===== src/rtl/oets_sort_ctrl_if.sv =====
// Stream bundle for the odd-even transposition sort lane: one valid/ready
// input stream of words and one valid/ready output stream of sorted words.
interface oets_sort_ctrl_if #(
    parameter int unsigned W = 32
);
    logic         in_valid;
    logic         in_ready;
    logic [W-1:0] in_data;
    logic         out_valid;
    logic         out_ready;
    logic [W-1:0] out_data;
    logic         out_last;

    // Producer/consumer side (drives input words, accepts sorted words)
    modport master (
        output in_valid, in_data, out_ready,
        input  in_ready, out_valid, out_data, out_last
    );

    // Sort controller side
    modport slave (
        input  in_valid, in_data, out_ready,
        output in_ready, out_valid, out_data, out_last
    );
endinterface


===== src/rtl/oets_sort_ctrl.sv =====
// Odd-even transposition sort controller for a single sort lane.
// LOAD collects N words, SORT runs one compare-exchange phase per cycle
// (even phases pair (0,1),(2,3)..., odd phases pair (1,2),(3,4)...),
// DRAIN streams the row out smallest first.
// Optional feature: define OETS_EARLY_EXIT_EN to end SORT once two
// consecutive phases perform no swap (minimum 2 phases, maximum N).
module oets_sort_ctrl #(
    parameter int unsigned N = 8,
    parameter int unsigned W = 32
) (
    input  logic              clk,
    input  logic              rst,
    oets_sort_ctrl_if.slave   bus,
    output logic              busy,
    output logic [$clog2(N):0] phases_used
);

    localparam int unsigned IW = $clog2(N);
    localparam int unsigned PW = IW + 1;
    localparam logic [IW-1:0] LAST_IDX   = IW'(N - 1);
    localparam logic [PW-1:0] LAST_PHASE = PW'(N - 1);

    typedef enum logic [1:0] {
        LOAD,
        SORT,
        DRAIN
    } state_t;

    state_t        state_q, state_d;
    logic [W-1:0]  row_q [N];
    logic [W-1:0]  row_d [N];
    logic [W-1:0]  xchg  [N];
    logic [IW-1:0] wr_idx_q, wr_idx_d;
    logic [IW-1:0] rd_idx_q, rd_idx_d;
    logic [PW-1:0] p_q, p_d;
    logic [PW-1:0] phases_q, phases_d;
    logic          in_rdy, out_vld;
    logic          in_fire, out_fire;
    logic          sort_done;
`ifdef OETS_EARLY_EXIT_EN
    logic          any_swap;
    logic          quiet_q, quiet_d;
`endif

    assign in_rdy   = (state_q == LOAD);
    assign out_vld  = (state_q == DRAIN);
    assign in_fire  = bus.in_valid & in_rdy;
    assign out_fire = out_vld & bus.out_ready;

    assign bus.in_ready  = in_rdy;
    assign bus.out_valid = out_vld;
    assign bus.out_data  = out_vld ? row_q[rd_idx_q] : '0;
    assign bus.out_last  = out_vld && (rd_idx_q == LAST_IDX);
    assign busy          = (state_q == SORT) || (state_q == DRAIN);
    assign phases_used   = phases_q;

    // One compare-exchange phase over the row; pairs are disjoint so all swap at once
    always_comb begin
        xchg = row_q;
`ifdef OETS_EARLY_EXIT_EN
        any_swap = 1'b0;
`endif
        for (int unsigned i = 0; i + 1 < N; i++) begin
            if ((i[0] == p_q[0]) && (row_q[i] > row_q[i+1])) begin
                xchg[i]   = row_q[i+1];
                xchg[i+1] = row_q[i];
`ifdef OETS_EARLY_EXIT_EN
                any_swap  = 1'b1;
`endif
            end
        end
    end

    // Next-state and datapath update for LOAD/SORT/DRAIN
    always_comb begin
        state_d   = state_q;
        row_d     = row_q;
        wr_idx_d  = wr_idx_q;
        rd_idx_d  = rd_idx_q;
        p_d       = p_q;
        phases_d  = phases_q;
        sort_done = 1'b0;
`ifdef OETS_EARLY_EXIT_EN
        quiet_d   = quiet_q;
`endif
        case (state_q)
            LOAD: begin
                if (in_fire) begin
                    row_d[wr_idx_q] = bus.in_data;
                    if (wr_idx_q == LAST_IDX) begin
                        wr_idx_d = '0;
                        p_d      = '0;
                        state_d  = SORT;
`ifdef OETS_EARLY_EXIT_EN
                        quiet_d  = 1'b0;
`endif
                    end else begin
                        wr_idx_d = wr_idx_q + 1'b1;
                    end
                end
            end
            SORT: begin
                row_d     = xchg;
                p_d       = p_q + 1'b1;
                sort_done = (p_q == LAST_PHASE);
`ifdef OETS_EARLY_EXIT_EN
                // quiet_q remembers that the previous phase swapped nothing
                quiet_d = ~any_swap;
                if ((p_q != '0) && !any_swap && quiet_q) begin
                    sort_done = 1'b1;
                end
`endif
                if (sort_done) begin
                    phases_d = p_q + 1'b1;
                    rd_idx_d = '0;
                    state_d  = DRAIN;
                end
            end
            DRAIN: begin
                if (out_fire) begin
                    if (rd_idx_q == LAST_IDX) begin
                        rd_idx_d = '0;
                        state_d  = LOAD;
                    end else begin
                        rd_idx_d = rd_idx_q + 1'b1;
                    end
                end
            end
            default: state_d = LOAD;
        endcase
    end

    // State and datapath registers with asynchronous clear
    always_ff @(posedge clk or posedge rst) begin
        if (rst) begin
            state_q  <= LOAD;
            for (int unsigned i = 0; i < N; i++) begin
                row_q[i] <= '0;
            end
            wr_idx_q <= '0;
            rd_idx_q <= '0;
            p_q      <= '0;
            phases_q <= '0;
`ifdef OETS_EARLY_EXIT_EN
            quiet_q  <= 1'b0;
`endif
        end else begin
            state_q  <= state_d;
            row_q    <= row_d;
            wr_idx_q <= wr_idx_d;
            rd_idx_q <= rd_idx_d;
            p_q      <= p_d;
            phases_q <= phases_d;
`ifdef OETS_EARLY_EXIT_EN
            quiet_q  <= quiet_d;
`endif
        end
    end

endmodule


===== src/flat_wrapper.sv =====
// flat-port wrapper written by rule: the top's interface ports become plain ports
module oets_sort_ctrl_flat 
#(
    parameter int unsigned N = 8,
    parameter int unsigned W = 32
)
  (clk, rst, busy, phases_used, bus_in_valid, bus_in_data, bus_out_ready, bus_in_ready, bus_out_valid, bus_out_data, bus_out_last);
  oets_sort_ctrl_if #(.W(W)) bus_i ();
  input  logic clk;
  input  logic rst;
  output logic busy;
  output logic [$clog2(N):0] phases_used;
  input wire logic [$bits(bus_i.in_valid)-1:0] bus_in_valid;
  input wire logic [$bits(bus_i.in_data)-1:0] bus_in_data;
  input wire logic [$bits(bus_i.out_ready)-1:0] bus_out_ready;
  output wire logic [$bits(bus_i.in_ready)-1:0] bus_in_ready;
  output wire logic [$bits(bus_i.out_valid)-1:0] bus_out_valid;
  output wire logic [$bits(bus_i.out_data)-1:0] bus_out_data;
  output wire logic [$bits(bus_i.out_last)-1:0] bus_out_last;
  assign bus_i.in_valid = bus_in_valid;
  assign bus_i.in_data = bus_in_data;
  assign bus_i.out_ready = bus_out_ready;
  assign bus_in_ready = bus_i.in_ready;
  assign bus_out_valid = bus_i.out_valid;
  assign bus_out_data = bus_i.out_data;
  assign bus_out_last = bus_i.out_last;
  oets_sort_ctrl #(.N(N), .W(W)) u_core (.clk(clk), .rst(rst), .bus(bus_i), .busy(busy), .phases_used(phases_used));
endmodule

===== config.mk =====
export PLATFORM = sky130hd
export DESIGN_NAME = oets_sort_ctrl_flat
export DESIGN_NICKNAME = d
export VERILOG_FILES = /design/src/rtl/oets_sort_ctrl_if.sv /design/src/rtl/oets_sort_ctrl.sv /design/src/flat_wrapper.sv
export SDC_FILE = /design/constraint.sdc
export NUM_CORES = 1
export LEC_CHECK = 0
export ABC_AREA = 1
export BUFFER_PORTS_ARGS = -buffer_cell sky130_fd_sc_hd__buf_2
export CORE_ASPECT_RATIO = 0.7
export CORE_UTILIZATION = 58
export DETAILED_ROUTE_END_ITERATION = 16
export HOLD_SLACK_MARGIN = 0.12
export PLACE_DENSITY = 0.76
export SKIP_LAST_GASP = 1
export SYNTH_ARGS = -nofsm -noshare
export SYNTH_HDL_FRONTEND = slang
export SYNTH_SLANG_ARGS = --single-unit

===== constraint.sdc =====
create_clock -name clk -period 8.7 [get_ports clk]
set_clock_uncertainty 0.15 [all_clocks]
set_input_delay 1.305 -clock clk [delete_from_list [all_inputs] [get_ports clk]]
set_output_delay 1.305 -clock clk [all_outputs]
set_load 0.005 [all_outputs]

==> report_table.html <==
<table>
<tr><th>Metric</th><th>Value</th></tr>
<tr><th colspan="2">Status</th></tr>
<tr><td>Outcome</td><td>complete, no violations</td></tr>
<tr><th colspan="2">Placement</th></tr>
<tr><td>Port-buffer cells</td><td>75</td></tr>
<tr><td>Final Wtd Congestion</td><td>0.968</td></tr>
<tr><td>Detailed placement HPWL</td><td>64.6 mm</td></tr>
<tr><th colspan="2">Route</th></tr>
<tr><td>Total routed wirelength</td><td>89.6 mm</td></tr>
<tr><td>Detailed-route wire length per cell</td><td>20.1 um</td></tr>
<tr><td>Detailed-route vias per instance</td><td>6.06</td></tr>
<tr><td>Initial detailed-routing violation count</td><td>4,503</td></tr>
<tr><td>Number of detailed-routing iterations run before antenna repair</td><td>6</td></tr>
<tr><td>Count of vias placed by the detailed router</td><td>27,000</td></tr>
<tr><td>Number of antenna-violating nets in the routed design</td><td>0</td></tr>
<tr><td>DRC violation count after routing</td><td>0</td></tr>
<tr><th colspan="2">Worst setup path</th></tr>
<tr><td>Crit. End Element</td><td>output port</td></tr>
<tr><td>Ordered list of cells on the worst path</td><td>clkinv_2 &gt; buf_4 &gt; a21oi_1 &gt; o21ai_0 &gt; nand3_1 &gt; nand2_1 &gt; a31oi_1 &gt; buf_2</td></tr>
<tr><td>Arrival time of the worst setup path</td><td>4.04 ns</td></tr>
<tr><td>Critical path's slowest cell</td><td>sky130_fd_sc_hd__clkinv_2</td></tr>
<tr><td>Cell family contributing the most delay on the critical path</td><td>buffers and inverters</td></tr>
<tr><td>Largest stage delay on the critical path</td><td>0.84 ns</td></tr>
<tr><td>Required arrival time at the worst endpoint</td><td>7.24 ns</td></tr>
<tr><td>Buffering stage count on the worst path with inverters included</td><td>3</td></tr>
<tr><td>Critical setup path kind</td><td>register to output port</td></tr>
<tr><td>CP Launch Type</td><td>register</td></tr>
<tr><td>Maximum fanout encountered on the critical timing path</td><td>69</td></tr>
<tr><th colspan="2">Clock network</th></tr>
<tr><td>CTS Sinks</td><td>272</td></tr>
<tr><td>Worst-skew pair later-pin latency</td><td>0.60 ns</td></tr>
<tr><td>Cts repair resizes</td><td>0</td></tr>
<tr><td>TritonCTS clock tree</td><td>built</td></tr>
<tr><td>Worst-case clock buffer depth</td><td>3</td></tr>
<tr><td>Number of buffers inserted to repair setup after CTS</td><td>0</td></tr>
<tr><td>Clock slew at the register clock pins of the worst setup and hold paths</td><td>0.06 ns</td></tr>
<tr><td>Number of buffers inserted during clock tree synthesis</td><td>31</td></tr>
<tr><td>Hold_buf cts</td><td>0</td></tr>
<tr><td>Clock tree root driver cell</td><td>sky130_fd_sc_hd__clkbuf_16</td></tr>
<tr><td>H-tree depth</td><td>1</td></tr>
<tr><th colspan="2">Die</th></tr>
<tr><td>Die footprint</td><td>43,800 um^2</td></tr>
<tr><td>Height of the die</td><td>175 um</td></tr>
<tr><td>Initial standard-cell utilization of the core</td><td>58.8%</td></tr>
<tr><td>Std cell rows</td><td>63</td></tr>
<tr><td>I/O pin total</td><td>76</td></tr>
<tr><td>Standard cell core area</td><td>42,300 um^2</td></tr>
<tr><td>Die Span X</td><td>250 um</td></tr>
<tr><th colspan="2">Synthesis</th></tr>
<tr><td>Largest area contributor in the netlist</td><td>sky130_fd_sc_hd__dfrtp_1</td></tr>
<tr><td>Post-synthesis cell area</td><td>24,900 um^2</td></tr>
<tr><td>Number of flip-flops and latches in the synthesized netlist</td><td>272</td></tr>
<tr><td>Seq/Total Area, Yosys</td><td>27.3%</td></tr>
<tr><td>Yosys top cell area share</td><td>27.3%</td></tr>
<tr><td>Number of distinct library cells after synthesis</td><td>30</td></tr>
<tr><td>Yosys warnings</td><td>0</td></tr>
<tr><td>Count of flip-flops with a built-in enable after synthesis</td><td>0</td></tr>
<tr><td>Top FF cell, synth</td><td>sky130_fd_sc_hd__dfrtp_1</td></tr>
<tr><td>Top cells by area, synth</td><td>sky130_fd_sc_hd__dfrtp_1 (27%), sky130_fd_sc_hd__nand2_1 (18%), sky130_fd_sc_hd__nand3_1 (13%), sky130_fd_sc_hd__ha_1 (12%), sky130_fd_sc_hd__inv_1 (7.7%)</td></tr>
<tr><td>Post-Syn Instances</td><td>3,986</td></tr>
<tr><td>Synthesized Nets</td><td>4,254</td></tr>
<tr><td>Mean area per synthesized cell</td><td>6.25 um^2</td></tr>
<tr><td>Synth async-reset ratio</td><td>100%</td></tr>
<tr><th colspan="2">Final layout</th></tr>
<tr><td>Top library cells by usage in the layout, fill and taps aside</td><td>sky130_fd_sc_hd__nand2_1 (1,207), sky130_fd_sc_hd__nand3_1 (659), sky130_fd_sc_hd__inv_1 (508)</td></tr>
<tr><td>Diodes inserted</td><td>0</td></tr>
<tr><td>Final net count</td><td>4,151</td></tr>
<tr><td>Layout overhead on the synthesized area</td><td>5.85%</td></tr>
<tr><td>Proportion of layout cells with a drive suffix above 1</td><td>4.97%</td></tr>
<tr><td>Leading cell type in the layout, fill and taps excluded</td><td>sky130_fd_sc_hd__nand2_1</td></tr>
<tr><th colspan="2">Timing</th></tr>
<tr><td>Worst max-slew margin expressed relative to the limit</td><td>16.2%</td></tr>
<tr><td>Final critical delay including setup and external delays</td><td>5.50 ns</td></tr>
<tr><td>Setup Viol. Count Final</td><td>0</td></tr>
<tr><td>Final count of pins violating max slew</td><td>0</td></tr>
<tr><td>Unrepaired setup endpoints after global routing</td><td>no</td></tr>
<tr><td>Sum Neg Setup Slack</td><td>0 ns</td></tr>
<tr><td>Final critical-path share of the clock period</td><td>63.2%</td></tr>
<tr><td>Upper clock frequency limit</td><td>0.182 GHz</td></tr>
<tr><td>Worst-Margin Slew</td><td>1.25 ns</td></tr>
<tr><td>Final hold violation count</td><td>0</td></tr>
<tr><th colspan="2">Flow run</th></tr>
<tr><td>Maxcap violations</td><td>0</td></tr>
<tr><th colspan="2">Worst hold path</th></tr>
<tr><td>Worst hold path type</td><td>register to register</td></tr>
<tr><th colspan="2">Global routing</th></tr>
<tr><td>First-pass GRT wire length</td><td>139 mm</td></tr>
<tr><td>Residual overflow from global routing</td><td>0</td></tr>
<tr><td>Antenna violations before repair</td><td>2</td></tr>
<tr><td>Maximum number of pins on one net before global-route repair</td><td>132</td></tr>
<tr><td>Total routing resource utilization after global routing</td><td>40.3%</td></tr>
<tr><td>Vias in the first global route</td><td>23,100</td></tr>
</table>
## cells in the mapped netlist (2+ instances only)
library cell	instances
sky130_fd_sc_hd__inv_1	511
sky130_fd_sc_hd__nand2_2	2
sky130_fd_sc_hd__nand3b_1	32
sky130_fd_sc_hd__inv_2	5
sky130_fd_sc_hd__clkbuf_1	167
sky130_fd_sc_hd__nand3_1	659
sky130_fd_sc_hd__nand4_1	51
sky130_fd_sc_hd__o21bai_1	35
sky130_fd_sc_hd__nor2_1	128
sky130_fd_sc_hd__a31oi_1	35
sky130_fd_sc_hd__ha_1	232
sky130_fd_sc_hd__a21oi_1	284
sky130_fd_sc_hd__o21a_1	13
sky130_fd_sc_hd__nand2_1	1213
sky130_fd_sc_hd__buf_1	52
sky130_fd_sc_hd__o21ai_1	32
sky130_fd_sc_hd__nor3_1	12
sky130_fd_sc_hd__a21o_1	4
sky130_fd_sc_hd__o21ai_0	204
sky130_fd_sc_hd__dfrtp_1	272
sky130_fd_sc_hd__buf_2	34
## final cells by class
class | instances | area (um^2)
timing repair buffer | 117 | 703
fill | 4083 | 16000
clock inverter | 4 | 20.0
tap | 552 | 691
inverter | 516 | 1940
sequential | 272 | 6810
multi-input combinational | 2945 | 15300
clock buffer | 49 | 903
## registers in the layout (all words and copies together), names as in the netlist
signal,cells
u_core.phases_used,4
u_core.row_q,256
u_core.rd_idx_q,3
u_core.state_q,2
u_core.wr_idx_q,3
u_core.p_q,4
## cell families after synthesis
family	Yosys count	synth area share, %
XOR/XNOR	1	0.0352
AO/OA/AOI/OAI	610	13.0
flip-flops	272	27.3
AND/OR/NAND/NOR	2101	36.1
adder cells (fa/ha/maj)	232	11.7
buffers and inverters	769	11.8
multiplexers	1	0.0452
## layer usage
metal  track usage [%]  wire length (um)
met5             0.879                65
met4              5.99              1280
met3              16.7             16900
met2              47.6             31100
met1              65.4             40200
## per-stage QoR
step	std cells	cell area (um^2)	util (%)	setup WS, ns	hold WS (ns)
after floorplan	3986	24900	-	3.65	0.310
after CTS	4455	26400	62.3	3.39	0.313
after global placement	4402	25400	60.1	4.06	0.303
after detailed placement	4402	25400	60.1	4.01	0.298
after global routing	4455	26400	62.3	3.04	0.354
final	4455	26400	62.3	3.20	0.320
## path summary, 6_finish.rpt
kind,startpoint,endpoint,slack [ns],cells past startpoint
setup / recovery,u_core.rd_idx_q[0],bus_out_data[10],3.20,8
hold / removal,u_core.phases_used[2],u_core.phases_used[2],0.32,2
setup reg to reg,u_core.row_q[117],u_core.row_q[139],4.09,14
hold reg to reg,u_core.phases_used[2],u_core.phases_used[2],0.32,2
max in group asynchronous,rst,u_core.row_q[187],5.84,4
min in group asynchronous,rst,u_core.wr_idx_q[2],0.66,2
## worst register-to-register path, delay by kind of cell, from the launching register on
| family | cells | cell delay, ns |
|---|---|---|
| adders and majority gates | 1 | 0.32 |
| buffers and inverters | 2 | 0.45 |
| DFF | 1 | 0.45 |
| and+or+nand+nor | 11 | 3.12 |
Power is not shown: default switching activity piles up to over one toggle a cycle in this logic, so the estimate is an artifact.
